**src/rtl/vga_timing_gen.sv**
```systemverilog
// Raster timing generator for the sprite engine. It produces the pixel position, sync and
// visible flags, and line/frame strobes, all stepped by a pixel-enable strobe.
module vga_timing_gen #(
  parameter int H_ACTIVE = 640,
  parameter int H_FP     = 16,
  parameter int H_SYNC   = 96,
  parameter int H_BP     = 48,
  parameter int V_ACTIVE = 480,
  parameter int V_FP     = 10,
  parameter int V_SYNC   = 2,
  parameter int V_BP     = 33
) (
  input  logic       clk,
  input  logic       reset,
  input  logic       pix_en,
  input  logic       polarity,
  output logic       hsync,
  output logic       vsync,
  output logic       visible,
  output logic [9:0] pix_x,
  output logic [9:0] pix_y,
  output logic       line_start,
  output logic       frame_start,
  output logic [7:0] frame_count
);

  // Both totals must fit the 10-bit counters (at most 1024).
  localparam int H_TOTAL = H_ACTIVE + H_FP + H_SYNC + H_BP;
  localparam int V_TOTAL = V_ACTIVE + V_FP + V_SYNC + V_BP;

  localparam logic [9:0]  H_LAST    = 10'(H_TOTAL - 1);
  localparam logic [9:0]  V_LAST    = 10'(V_TOTAL - 1);
  // The window bounds are 11 bits wide so that an end bound of 1024 can still be represented.
  localparam logic [10:0] H_VIS_END = 11'(H_ACTIVE);
  localparam logic [10:0] V_VIS_END = 11'(V_ACTIVE);
  localparam logic [10:0] HS_BEGIN  = 11'(H_ACTIVE + H_FP);
  localparam logic [10:0] HS_END    = 11'(H_ACTIVE + H_FP + H_SYNC);
  localparam logic [10:0] VS_BEGIN  = 11'(V_ACTIVE + V_FP);
  localparam logic [10:0] VS_END    = 11'(V_ACTIVE + V_FP + V_SYNC);

  logic       x_wrap;
  logic       y_wrap;
  logic [9:0] x_next;
  logic [9:0] y_next;
  logic       h_act;
  logic       v_act;
  logic       vis_next;

  // Decoding from the next-state position keeps the registered flags aligned with pix_x/pix_y.
  always_comb begin
    x_wrap = pix_en && (pix_x == H_LAST);
    y_wrap = x_wrap && (pix_y == V_LAST);
    x_next = pix_x;
    y_next = pix_y;
    if (pix_en) x_next = x_wrap ? 10'd0 : pix_x + 10'd1;
    if (x_wrap) y_next = y_wrap ? 10'd0 : pix_y + 10'd1;
    h_act    = ({1'b0, x_next} >= HS_BEGIN) && ({1'b0, x_next} < HS_END);
    v_act    = ({1'b0, y_next} >= VS_BEGIN) && ({1'b0, y_next} < VS_END);
    vis_next = ({1'b0, x_next} < H_VIS_END) && ({1'b0, y_next} < V_VIS_END);
  end

  // Polarity is applied every clock, so a change shows up without waiting for pix_en.
  always_ff @(posedge clk) begin
    if (reset) begin
      pix_x       <= 10'd0;
      pix_y       <= 10'd0;
      visible     <= 1'b1;
      hsync       <= ~polarity;
      vsync       <= ~polarity;
      line_start  <= 1'b0;
      frame_start <= 1'b0;
      frame_count <= 8'd0;
    end else begin
      pix_x       <= x_next;
      pix_y       <= y_next;
      visible     <= vis_next;
      hsync       <= h_act ? polarity : ~polarity;
      vsync       <= v_act ? polarity : ~polarity;
      line_start  <= x_wrap;
      frame_start <= y_wrap;
      if (y_wrap) frame_count <= frame_count + 8'd1;
    end
  end

endmodule
```
**config.mk**
```make
export PLATFORM = sky130hd
export DESIGN_NAME = vga_timing_gen
export DESIGN_NICKNAME = d
export VERILOG_FILES = /design/src/rtl/vga_timing_gen.sv
export SDC_FILE = /design/constraint.sdc
export NUM_CORES = 1
export LEC_CHECK = 0
export CORE_MARGIN = 2
export CORE_UTILIZATION = 43
export DETAILED_ROUTE_END_ITERATION = 12
export HOLD_SLACK_MARGIN = 0.06
export PLACE_DENSITY_LB_ADDON = 0.3
export SYNTH_ARGS = -nofsm -noshare
export SYNTH_HDL_FRONTEND = slang
export SYNTH_SLANG_ARGS = --single-unit
```
**constraint.sdc**
```tcl
create_clock -name clk -period 2 [get_ports clk]
set_input_delay 0.4 -clock clk [delete_from_list [all_inputs] [get_ports clk]]
set_output_delay 0.4 -clock clk [all_outputs]
set_load 0.02 [all_outputs]
```
==> metrics <==
status finished clean; cell chain of the critical path nor4b_4 > buf_4 > and4_4 > a21boi_1 > nor4_2 > o2111ai_1 > xor2_1; Slew Limit Fails 0; stages on the worst setup path 7; # hold bufs at CTS 0; DIE WIDTH 66.70 um; vias in the first global route 1605; die area 0.004449 sq mm; CP max stage delay 0.36 ns; setup TNS after final layout 0 ns; unrepaired setup endpoints after global routing yes; WHS Path Cells 2; FILL cells 314; dpl hpwl 3.367 mm; pwr/cell area 561.8 mW/mm^2; worst vdd ir 390.3 uV; Arr. time, crit path 2.11 ns; Req. time, crit path 2.17 ns; Yosys reg bits 33; crit-path max FO 4; final net count 275; post-synthesis cell area 0.001690 sq mm; H-tree depth 2; Fin. Hold Viols 0; total gr overflow 0; Lkg Pwr 0.9386 nW; Synth warnings 0; Final ANT Viol Nets 0; R2R depth 7; post-layout util 0.6734; maximum clock frequency 516.2 MHz; Tot GR Track Use 0.2329; 1st-iter DRT viols 165; Critical Path Source Type register; Synth Net Count 205; first-pass GRT wire length 7.845 mm; cts bufs inserted 5; worst path bufs/invs 1; register area share after synthesis 0.3908; syn_area_per_cell 8.581 sq um; Min-Delay Path Class register to register; total power draw 1.406 mW; layout cells sized above 1 0.2276; fin crit share 0.9687; MaxCap Viol Count 0; DR vias/cell 5.497; hold_ws 0.5228 ns; CTS Buffer Depth 2; TritonCTS clock tree built; Mapped Cells 197; initial antenna violation count 0; CTS root buffer clkbuf_8; Max stage delay cell, worst path nor4b_4; library cells used by synthesis 46; Crit path max-delay family simple AND/OR/NAND/NOR gates; Crit Path Category register to register; chip height 66.70 um; min Tclk post-route 1.937 ns; First-pass DRT Iterations 4; Routed wire per std cell 14.82 um; clock sink count 33; Post-Route WL 4.682 mm; initial cell density of the core 0.4549; row count 22; Worst slew margin 0.7665; Final Wtd Congestion 0.9406; drt drc 0; boundary pin count 37; n_diodes 0; clock slew at reported path FFs 0.07 ns; worst-margin pin slew 0.3476 ns; ys async rst share 0; largest net degree at the start of global routing 12; clock latency on the worst-skew pair 0.29 ns; Crit. End Element register; Most used DFF post-synth dfxtp_1; Port Buffers 36; clock skew 0.006445 ns; EDFF count, synth 0; final setup violation count 0; core area 0.003716 sq mm; Layout area overhead 48.04%; Vias 1737
## registers in the layout, summed over array words and instances, names as in the netlist
register / cells
pix_y: 10
line_start: 1
visible: 1
frame_count: 8
hsync: 1
pix_x: 10
vsync: 1
frame_start: 1
## path summary, 6_finish.rpt
path                                     start  slack [ns]        endpoint
worst max-delay path                  pix_x[6]        0.06           vsync
worst min-delay path            frame_count[7]        0.52  frame_count[7]
worst max register to register        pix_x[6]        0.06           vsync
worst min register to register  frame_count[7]        0.52  frame_count[7]
## metrics by stage
step / instances / instance area (sq um) / setup slack, ns
after floorplan: 197 / 1699 / 0.02532
after CTS: 315 / 2472 / 0.04307
final: 316 / 2502 / 0.06267
after detailed placement: 306 / 2332 / -0.3510
after global routing: 316 / 2502 / -0.05446
after global placement: 306 / 2332 / -0.2995
## what timing repair did
item / 4_1_cts / 5_1_grt
gates cloned: 1 / 0
endpoints found under the setup margin: 2 / 17
buffers inserted: 0 / 1
pin swaps: 3 / 2
gates resized for setup: 7 / 8
## Yosys cell counts, drive strengths merged (2+ instances only)
cell	count	share of area
nand2b	3	0.011
mux2i	2	0.012
o211ai	2	0.0089
xor2	13	0.067
dfxtp	33	0.39
nor2	30	0.071
and3	4	0.015
and2	4	0.015
nor4b	2	0.019
o21ai	3	0.0089
a21oi	8	0.026
xnor2	7	0.036
nand2	13	0.029
buf	4	0.011
and4	2	0.010
nand4	12	0.044
nor3	9	0.033
a31oi	2	0.0074
clkbuf	4	0.0089
o21a	3	0.013
ha	4	0.030
o2111ai	2	0.010
inv	5	0.011
nand3	11	0.036
## kinds of logic after synthesis
group,count (synthesis),share of synthesized area
DFF,33,0.3908
muxes,3,0.01850
AOI/OAI and AO/OA,27,0.1088
buffers and inverters,13,0.03108
xor gates and xnor gates,20,0.1036
and+or+nand+nor,97,0.3176
adders and majority gates,4,0.02961
## placed cells by master (no fill, tap or decap), types with 4 or more instances in the layout
cell type,synthesis,final
xnor2_1,7,7
ha_1,4,4
nor2_1,29,29
nor3_1,8,8
nand4_1,12,12
a21oi_1,7,7
xor2_1,13,13
inv_1,5,5
buf_4,0,33
and3_1,4,4
dfxtp_1,33,28
clkdlybuf4s50_1,0,35
nand2_1,13,13
nand3_1,10,9
clkbuf_8,0,6
## power by group
group / leakage, nW / internal (mW) / switching [mW]
Sequential: 0.270 / 0.664 / 0.00591
Clock: 0.0585 / 0.406 / 0.249
Combinational: 0.610 / 0.0379 / 0.0432
Total: 0.939 / 1.11 / 0.298
## tightest hold or removal path: cells and delay by family (launching register included)
kind	cells	cell delay (ns)
AND/OR/NAND/NOR	1	0.07
XOR/XNOR	1	0.07
flip-flops	1	0.35
## area by class of cell
class | count | area (sq um) | area share
Multi-Input combinational cell | 152 | 1017 | 0.4065
Sequential cell | 33 | 671.9 | 0.2685
Timing Repair Buffer | 70 | 618.1 | 0.2470
Clock buffer | 7 | 86.33 | 0.03450
Tap cell | 48 | 60.06 | 0.02400
Clock inverter | 1 | 30.03 | 0.01200
Inverter | 5 | 18.77 | 0.007500
## metal layers
metal,track usage,up-vias,routed length [um]
met5,0,-,0
met1,0.2934,815,2014
li1,-,842,-
met2,0.3863,65,2304
met3,0.05574,15,249
met4,0.08163,0,114
Note: power is estimated with default switching activity, not from simulation.
